<file path="src/rtl/eth_tx_arbiter.sv">
// Frame-level round-robin arbiter sharing one Ethernet MAC byte stream between sources.
// A source owns the stream for a whole frame; a watchdog aborts frames that stall.
module eth_tx_arbiter #(
  parameter int NUM_SRC        = 2,
  parameter int GAP_CYCLES     = 96,
  parameter int TIMEOUT_CYCLES = 4096,
  localparam int SRC_W         = $clog2(NUM_SRC)
) (
  input  logic                 clk_in,
  input  logic                 rst_n_in,
  input  logic [NUM_SRC-1:0]   req_in,
  input  logic [8*NUM_SRC-1:0] data_in,
  input  logic [NUM_SRC-1:0]   valid_in,
  input  logic [NUM_SRC-1:0]   send_in,
  input  logic                 eth_busy_in,
  output logic [NUM_SRC-1:0]   grant_out,
  output logic [SRC_W-1:0]     active_src_out,
  output logic [7:0]           data_out,
  output logic                 valid_out,
  output logic                 send_out,
  output logic                 abort_out
);

  localparam int WD_W  = $clog2(TIMEOUT_CYCLES + 1);
  localparam int GAP_W = $clog2(GAP_CYCLES + 1);
  localparam logic [WD_W-1:0]  WD_LAST  = WD_W'(TIMEOUT_CYCLES - 1);
  localparam logic [GAP_W-1:0] GAP_LAST = GAP_W'(GAP_CYCLES - 1);
  localparam logic [SRC_W-1:0] SRC_LAST = SRC_W'(NUM_SRC - 1);

  typedef enum logic [1:0] {IDLE, WAIT_MAC, STREAM, GAP} state_t;

  state_t state, next_state;

  logic [SRC_W-1:0] last_src;
  logic [SRC_W-1:0] winner;
  logic [SRC_W-1:0] cand;
  logic             found;
  logic [WD_W-1:0]  wd_cnt;
  logic [GAP_W-1:0] gap_cnt;
  logic             sel_req;
  logic             sel_valid;
  logic             sel_send;
  logic [7:0]       sel_data;
  logic             frame_end;
  logic             timeout;
  logic             gap_done;

  assign sel_req   = req_in[active_src_out];
  assign sel_valid = valid_in[active_src_out];
  assign sel_send  = send_in[active_src_out];
  assign sel_data  = data_in[{active_src_out, 3'b000} +: 8];
  assign frame_end = sel_valid & sel_send;
  // A byte arriving on the timeout cycle keeps the frame alive, so send always beats abort.
  assign timeout   = !sel_valid && (wd_cnt == WD_LAST);
  assign gap_done  = (gap_cnt == GAP_LAST);

  always_comb begin
    winner = '0;
    found  = 1'b0;
    cand   = '0;
    for (int d = 1; d <= NUM_SRC; d++) begin
      cand = SRC_W'((int'(last_src) + d) % NUM_SRC);
      if (!found && req_in[cand]) begin
        winner = cand;
        found  = 1'b1;
      end
    end
  end

  always_ff @(posedge clk_in or negedge rst_n_in) begin
    if (!rst_n_in) state <= IDLE;
    else           state <= next_state;
  end

  always_comb begin
    next_state = state;
    case (state)
      IDLE:     if (|req_in) next_state = WAIT_MAC;
      WAIT_MAC: begin
        if (!sel_req)          next_state = IDLE;
        else if (!eth_busy_in) next_state = STREAM;
      end
      STREAM:   if (frame_end || timeout) next_state = GAP;
      GAP:      if (gap_done) next_state = IDLE;
      default:  next_state = IDLE;
    endcase
  end

  always_comb begin
    grant_out = '0;
    if (state == STREAM) grant_out[active_src_out] = 1'b1;
  end

  always_ff @(posedge clk_in or negedge rst_n_in) begin
    if (!rst_n_in) begin
      active_src_out <= '0;
      last_src       <= SRC_LAST;
      wd_cnt         <= '0;
      gap_cnt        <= '0;
      data_out       <= '0;
      valid_out      <= 1'b0;
      send_out       <= 1'b0;
      abort_out      <= 1'b0;
    end else begin
      valid_out <= 1'b0;
      send_out  <= 1'b0;
      abort_out <= 1'b0;
      case (state)
        IDLE: if (|req_in) active_src_out <= winner;
        STREAM: begin
          valid_out <= sel_valid;
          send_out  <= frame_end;
          if (sel_valid) data_out <= sel_data;
          if (sel_valid || timeout) wd_cnt <= '0;
          else                      wd_cnt <= wd_cnt + 1'b1;
          if (frame_end || timeout) last_src <= active_src_out;
          if (timeout) abort_out <= 1'b1;
        end
        GAP: gap_cnt <= gap_done ? '0 : gap_cnt + 1'b1;
        default: ;
      endcase
    end
  end

endmodule

</file>
<file path="config.mk">
export PLATFORM = sky130hd
export DESIGN_NAME = eth_tx_arbiter
export DESIGN_NICKNAME = d
export VERILOG_FILES = /design/src/rtl/eth_tx_arbiter.sv
export SDC_FILE = /design/constraint.sdc
export NUM_CORES = 1
export LEC_CHECK = 0
export BUFFER_PORTS_ARGS = -buffer_cell sky130_fd_sc_hd__clkbuf_2
export CAP_MARGIN = 5
export CORE_MARGIN = 4
export CORE_UTILIZATION = 50
export DETAILED_ROUTE_END_ITERATION = 7
export PLACE_DENSITY = 0.77
export SLEW_MARGIN = 25
export SYNTH_ARGS = -nofsm -noshare
export SYNTH_HDL_FRONTEND = slang
export SYNTH_SLANG_ARGS = --single-unit
</file>
<file path="constraint.sdc">
create_clock -name clk_in -period 3 [get_ports clk_in]
set_input_delay 0.3 -clock clk_in [delete_from_list [all_inputs] [get_ports clk_in]]
set_output_delay 0.3 -clock clk_in [all_outputs]
set_load 0.03 [all_outputs]
</file>
Yosys cells after proc, flatten, opt, wreduce, memory -nomap -nowiden
Index checks and enable logic that the tools add are counted.

Input port bits: 25. Output and inout port bits: 14. Logic and storage cells: 69. Register bits after elaboration: 35.

Add/subtract/negate cells: 4. Bitwise operators: 1. Reduce and logical (&&, ||, !) cells: 13. Multiplexer cells: 28. Shift-type cells: 1. Eq/ne operators: 9. $lt $le $gt $ge: 4.

Operators with widths (count): 2-to-1 mux 1 bit (18); variable part select 16 x 5 -> 8 bit (1); adder 13 x 1 -> 13 bit (second input constant) (1); equality test 13 x 12 -> 1 bit (second input constant) (1); 2-to-1 mux 13 bit (1); 2-to-1 mux 2 bit (6); one-hot mux 2 bit (4 select lines) (1); adder 7 x 1 -> 7 bit (second input constant) (1); equality test 7 bit (second input constant) (1); 2-to-1 mux 7 bit (1); less-than comparator 1 x 2 -> 1 bit (second input constant) (3); inequality test 2 bit (second input constant) (3); AND reduction 2 bit (3); equality test 2 bit (second input constant) (2); AND reduction 4 bit (1); logical AND 1 bit (3); inequality test 3 bit (second input constant) (1); adder 1 bit (second input constant) (2); equality test 2 x 1 -> 1 bit (second input constant) (1); zero test 1 bit (2); zero test 2 bit (1); logical OR 1 bit (2); OR reduction 2 bit (1); AND 1 bit (1); other kinds (2) (2).

Depth between registers and ports, before layout
Gate-level depths: netlist of the first run.

Depth in word-level cells: 7. Gate-level depth with buffers: 6. Depth with buffers taken out: 5.

Least setup slack after synthesis of the first run
No wires, ideal clock.

Kind: register -> output. Start point: register active_src_out. End point: output port grant_out[0]. Buffers on the path: 2. Arrival: 1.416 ns. Setup slack: 1.284 ns. Data required time: 2.700 ns. Cell stages (with the launch flop): 4. Path through: dfrtp_1 -> buf_2 -> buf_1 -> nor2_1.

Cells in the longest elaborated chain, start to end: 5. Elaborated cells between the ends (all ways): 6. Those cells by class: order compare: 2; mux: 3; reduce/logical: 1.

Ends and longest elaborated chain: start, declared (RTL line 17) `output logic [SRC_W-1:0] active_src_out,`; start signal, assigned (RTL line 109) `IDLE: if (|req_in) active_src_out <= winner;`; less-than comparator 1 x 2 -> 1 bit (implied by the code) / >= comparator 1 bit (equally long branches) (RTL line 91) `if (state == STREAM) grant_out[active_src_out] = 1'b1;`; logical AND 1 bit (implied by the code) (RTL line 91); 2-to-1 mux 1 bit (implied by the code) (RTL line 91); demux 1 bit (select 1 bit) (*) (RTL line 91); 2-to-1 mux 2 bit (*) (RTL line 91); end, declared (RTL line 16) `output logic [NUM_SRC-1:0] grant_out,`.

Every way passes the cells marked *; elsewhere a longest branch is shown, timed or not.

Final worst setup path of the first run
Start point: register wd_cnt[0]. End point: register state[0].

Cells in the longest elaborated chain, start to end: 5.

Ends and longest elaborated chain: start, declared (RTL line 38) `logic [WD_W-1:0] wd_cnt;`; start signal, assigned (RTL line 115) `else wd_cnt <= wd_cnt + 1'b1;`; equality test 13 x 12 -> 1 bit (RTL line 54) `assign timeout = !sel_valid && (wd_cnt == WD_LAST);`; logical AND 1 bit (RTL line 54); logical OR 1 bit (RTL line 83) `STREAM: if (frame_end || timeout) next_state = GAP;`; inequality test 2 bit (no source line); AND reduction 4 bit (no source line); end signal, assigned (RTL line 72) `else state <= next_state;`; end, declared (RTL line 32) `state_t state, next_state;`.

No other way between the ends. A chain may end at the register's enable or synchronous reset.

==> results.json, run 1 <==
{
  "outcome": "finished clean",
  "first_iter_violations": 78,
  "start_util_pct": 52.3,
  "finalCriticalPeriod_ps": 1840,
  "clock_path_buffers": 2,
  "yosys_warnings": 0,
  "finalSetupViolCount": 0,
  "min_period_over_period_pct": 61.4,
  "utilization_pct": 60.5,
  "die_w_um": 67.5,
  "slew_headroom_pct": 43.9,
  "slowest_delay_ps": 540,
  "maxCapViolations": 0,
  "drc": 0,
  "ys_ff_latch": 35,
  "row_count": 21,
  "layout_commonest_cell": "clkbuf_2",
  "grt_pass1_wl_um": 5600,
  "crit_type": "flip-flop to flip-flop",
  "clk_latency_ps": 330,
  "synth_area_sq_um": 1770,
  "clkSinkCount": 35,
  "arrival_ps": 2120,
  "avgRoutedWirePerCell_um": 12.8,
  "tns_ps": 0,
  "worst_setup_path_end_kind": "flip-flop",
  "cts_resized": 0,
  "first_pass_iters": 4,
  "ant_nets": 0,
  "dp_hpwl_um": 2510,
  "ioPinCount": 39,
  "grt_pass1_vias": 1249,
  "viasPerCell": 5.34,
  "path_cells": "ha_1 -> and2_1 -> nand3_1 -> o31ai_1 -> a221o_1",
  "critical_path.top_delay_family": "compound AO/OA/AOI/OAI gates",
  "synth-async-reset-ratio_pct": 100,
  "cts_hold_buf": 0,
  "hp-class": "input pin to async pin",
  "crit_path_end": "state[0]",
  "final_cell_mix": "38 x clkbuf_2, 34 x dfrtp_1, 27 x nand2_1",
  "fp.dieArea_sq_um": 4560,
  "cpMaxStageDelayCell": "o31ai_1",
  "ys.flop_type": "dfrtp_1",
  "rsz0062_at_grt": "false",
  "ys_seq_area_share_pct": 49.5,
  "synth_edf_count": 0,
  "cts_tree": "yes",
  "max_freq_mhz": 543,
  "crit_path_max_fanout": 5,
  "synthCells": 179,
  "num_vias": 1420,
  "antenna_found_initial": 0,
  "cts_buffers": 5,
  "overflow": 0,
  "drv_slew": 0,
  "htree_levels": 2,
  "final.setup.worst_slack_ps": 1160,
  "final_nets": 246,
  "die_h_um": 67.5,
  "post-place-ws_ps": 1150,
  "postCtsSetupBuffers": 0,
  "path_clk_slew_ps": 100,
  "worst_clock_skew_ps": 5.83,
  "syn_area_per_cell_sq_um": 9.90,
  "cp_data_required_time_ps": 3280,
  "tightest_slew_ps": 842,
  "synth.distinct_cells": 42,
  "r2r_cells": 5,
  "r2r_setup_slack_ps": 1160,
  "wirelength_um": 3400,
  "r2r_end": "state[0]",
  "power.density_nw_per_um2": 713,
  "n_antenna_cell": 0,
  "p_leak_nw": 0.928,
  "gp_congestion": 0.847,
  "grtUsageTotal_pct": 16.5,
  "syn_nets": 206,
  "cts_root_buf": "clkbuf_4",
  "worstReg2RegStart": "wd_cnt[0]",
  "peakVddDrop_uv": 458,
  "critPathBufInv": 0,
  "start_kind": "flip-flop",
  "port_buffers": 38,
  "core_area_sq_um": 3390,
  "critPathLaunch": "wd_cnt[0]",
  "layout-drive-gt1-share_pct": 24.5,
  "area_delta_synth_final_pct": 15.7,
  "cp.depth": 5,
  "hold_viol": 0,
  "grt_max_degree": 36
}
## cell families (layout without fill, tap and decap cells)
family / Yosys count / after routing / share of synthesized area [%]
AND/OR/NAND/NOR: 75 / 75 / 21.5
AO/OA/AOI/OAI: 36 / 36 / 13.5
flip-flops: 35 / 35 / 49.5
multiplexers: 14 / 14 / 8.26
buffers and inverters: 10 / 51 / 2.40
XOR/XNOR: 7 / 7 / 3.46
adder cells (fa/ha/maj): 2 / 2 / 1.41
## metrics by stage
step	std cells	total power [mW]	hold slack [ps]	area [sq um]
after global routing	266	1.58	84.6	2050
after global placement	258	1.23	449	2000
after CTS	266	1.48	72.6	2050
final	266	1.46	50.9	2050
after floorplan	179	1.09	4.41	1770
after detailed placement	258	1.24	445	2000
## cells in the mapped netlist (all sizes together) (2+ instances only)
cell	count	area share (%)
dfrtp	34	48
nor3	2	0.56
nand2b	2	1.1
nand3	6	1.7
nand4	5	1.8
nor2	15	3.2
nor4	4	1.4
nand4b	3	1.5
a21oi	4	1.1
and2	2	0.71
inv	4	0.85
nor2b	2	0.71
ha	2	1.4
buf	5	1.3
mux2i	9	5.1
nand2	27	5.7
o31ai	2	1.6
or3	3	1.3
and4	2	0.99
mux2	5	3.2
xnor2	6	3.0
o21ai	19	5.4
## flip-flops by register name, indices dropped and copies added (netlist names), named ones only
name and count:
active_src_out 1, wd_cnt 13, last_src 1, data_out 8
send_out 1, abort_out 1, state 1, gap_cnt 7
valid_out 1
## cell type report
| cell class | instances | area (sq um) |
|---|---|---|
| Multi-Input combinational cell | 134 | 852 |
| Tap cell | 46 | 57.6 |
| Timing Repair Buffer | 39 | 198 |
| Clock inverter | 1 | 5.00 |
| Sequential cell | 35 | 877 |
| Inverter | 4 | 15.0 |
| Fill cell | 285 | 1340 |
| Clock buffer | 7 | 45.0 |
## worst reg2reg max path, cell delays in order, from the launching register on
cell,delay [ps]
dfrtp_1,390
ha_1,230
and2_1,230
nand3_1,120
o31ai_1,540
a221o_1,270
## where the power goes
part	internal [mW]	switching, mW	leakage (nW)
combinational	0.196	0.321	0.450
sequential	0.602	0.106	0.449
clock	0.0912	0.144	0.0293
total	0.889	0.571	0.928
## worst min-delay path by stage
stage                     startpoint     endpoint  slack (ps)  cells past startpoint
final                       rst_n_in  data_out[2]          50                      1
after global routing        rst_n_in   gap_cnt[0]          80                      1
after CTS                   rst_n_in   gap_cnt[0]          70                      1
after detailed placement    rst_n_in  data_out[2]         450                      1
after global placement      rst_n_in     send_out         450                      1
after floorplan             rst_n_in    async pin           4                      0
## per-layer routing
layer,part of all wire [%],up-vias,wire length [um],track usage [%]
li1,-,724,-,-
met1,48,654,1640,21.1
met2,43,36,1480,26.2
met3,6.9,6,233,5.49
met4,1.3,0,44,5.32
met5,0,-,0,0
(Power assumes the default switching activity.)
==> run 2, diff against run 1 <==
Clock period 3 ns to 1.9 ns, I/O delays scaled along.
==> run 2 against run 1 <==
Against the previous run: setup slack got worse by 940 ps; critical path depth increased by 1; combinational power rose by 68%; clock power increased by 140%; sequential share of layout area decreased by 2.0 points; global-route usage grew 1.5 points; sequential power rose by 57%; via count up 3.5%; clock skew fell by 1.6 ps; count of clock-buffer cells in the layout shrank 1; flip-flop and latch count did not move; non-clock buffer count up 8.
==> results.json, run 2 (synthesis gave the netlist of run 1 again) <==
{
  "clkSinkCount": 35,
  "drv_slew": 0,
  "cts_buffers": 5,
  "whs_path_depth": 3,
  "clock_path_buffers": 2,
  "cts_hold_buf": 1,
  "postCtsSetupBuffers": 0,
  "top_regs": "wd_cnt: 13 flops, data_out: 8 flops, gap_cnt: 7 flops",
  "hp-start": "eth_busy_in",
  "layout-drive-gt1-share_pct": 27.6,
  "crit_path_max_fanout": 5,
  "layout_commonest_cell": "clkbuf_2",
  "grt_pass1_wl_um": 6070,
  "post-route-cell-area_sq_um": 2150,
  "first_iter_violations": 52,
  "largest_reg_flops": 13,
  "core_area_sq_um": 3390,
  "port_buffers": 38,
  "peakVddDrop_uv": 679,
  "worstReg2RegStart": "wd_cnt[0]",
  "max_freq_mhz": 594,
  "row_count": 21,
  "path_clk_slew_ps": 100,
  "cp_data_required_time_ps": 2130,
  "r2r_cells": 6,
  "area_delta_synth_final_pct": 21.3,
  "antenna_found_initial": 0,
  "dpl-instance-area_sq_um": 2050,
  "seq_area_sq_um": 877,
  "p_leak_nw": 0.984,
  "cts_resized": 0,
  "min_period_over_period_pct": 88.5,
  "cts_tree": "yes",
  "grt_max_degree": 23,
  "clk_latency_ps": 340,
  "fp.dieArea_sq_um": 4560,
  "gp_congestion": 0.820,
  "worst_setup_path_end_kind": "flip-flop",
  "ioPinCount": 39,
  "drc": 0,
  "die_h_um": 67.5,
  "hold_viol": 0,
  "wl_met1_um": 1640,
  "first_pass_iters": 4,
  "grtUsageTotal_pct": 18.0,
  "tightest_slew_ps": 534,
  "r2r_setup_slack_ps": 220,
  "n_antenna_cell": 0,
  "final_cell_mix": "38 x clkbuf_2, 34 x dfrtp_1, 27 x nand2_1",
  "cts_root_buf": "clkbuf_4",
  "r2r_end": "wd_cnt[6]",
  "num_vias": 1470,
  "regMostFlops": "wd_cnt",
  "wirelength_um": 3640,
  "finalSetupViolCount": 0,
  "multi_input_area_sq_um": 852,
  "finalCriticalPeriod_ps": 1680,
  "power.density_nw_per_um2": 1180,
  "avgRoutedWirePerCell_um": 13.3,
  "start_util_pct": 52.3,
  "wl_met2_um": 1670,
  "fillers": 285,
  "overflow": 0,
  "final_nets": 254,
  "crit_type": "flip-flop to flip-flop",
  "die_w_um": 67.5,
  "wl_met3_um": 271,
  "worst_clock_skew_ps": 4.22,
  "ant_nets": 0,
  "arrival_ps": 1910,
  "hp-class": "input pin to flip-flop",
  "slew_headroom_pct": 64.4,
  "tns_ps": 0,
  "outcome": "finished clean",
  "start_kind": "flip-flop",
  "dp_hpwl_um": 2770,
  "viasPerCell": 5.36,
  "rsz0062_at_grt": "false",
  "top_layer": "met4",
  "grt_pass1_vias": 1338,
  "htree_levels": 2,
  "maxCapViolations": 0
}
==> run 2: cell types whose count changed in the layout (fill, tap and decap cells not counted), sizes merged <==
cell	delta
dlygate4sd3	+1
bufinv	+1
clkbuf	-1
buf	+7
==> run 2: critical path, cell delays in order (launching register included) <==
cell and delay [ps]:
dfrtp_1 420, ha_1 250, and2_1 220, nand3_1 130, o31ai_1 80, buf_4 170, o41ai_1 310
==> run 2: area by class of cell <==
type                    count  area share (%)
repair buffers             47            12.1
clock buffers               6            2.39
flip-flops and latches     35            40.8
well taps                  46            2.68
inverters                   4           0.699
multi-input cells         134            39.7
clock inverters             2            1.63
==> run 2: worst max path at each step <==
stage	startpoint	end	slack [ps]	cells after the start
finish	wd_cnt[0]	wd_cnt[6]	220	6
global route	wd_cnt[0]	wd_cnt[6]	30	6
CTS	wd_cnt[0]	wd_cnt[6]	200	6
detailed placement	wd_cnt[0]	wd_cnt[6]	230	6
global placement	wd_cnt[0]	wd_cnt[6]	270	6
floorplan	active_src_out	last_src	220	6
==> run 2: metrics by stage <==
stage	power (mW)	util, %	setup slack [ps]	hold WS [ps]	std cells
2_1_floorplan	1.72	-	218	-106	179
3_3_place_gp	1.97	60.5	270	192	265
3_5_place_dp	2.00	60.5	232	197	265
4_1_cts	2.57	63.4	197	116	274
5_1_grt	2.73	63.4	27.0	130	274
6_report	2.54	63.4	218	128	274
==> run 2: power by group <==
group	leakage [nW]	total (mW)	switching (mW)	internal, mW
clock	0.0482	0.560	0.250	0.311
sequential	0.449	1.11	0.156	0.950
combinational	0.487	0.870	0.528	0.341
total	0.984	2.54	0.933	1.60
==> run 2: routing by layer <==
layer	GRT usage, %	vias up
met5	0	-
met4	6.84	0
met3	5.32	6
met2	28.9	42
met1	22.7	680
li1	-	742
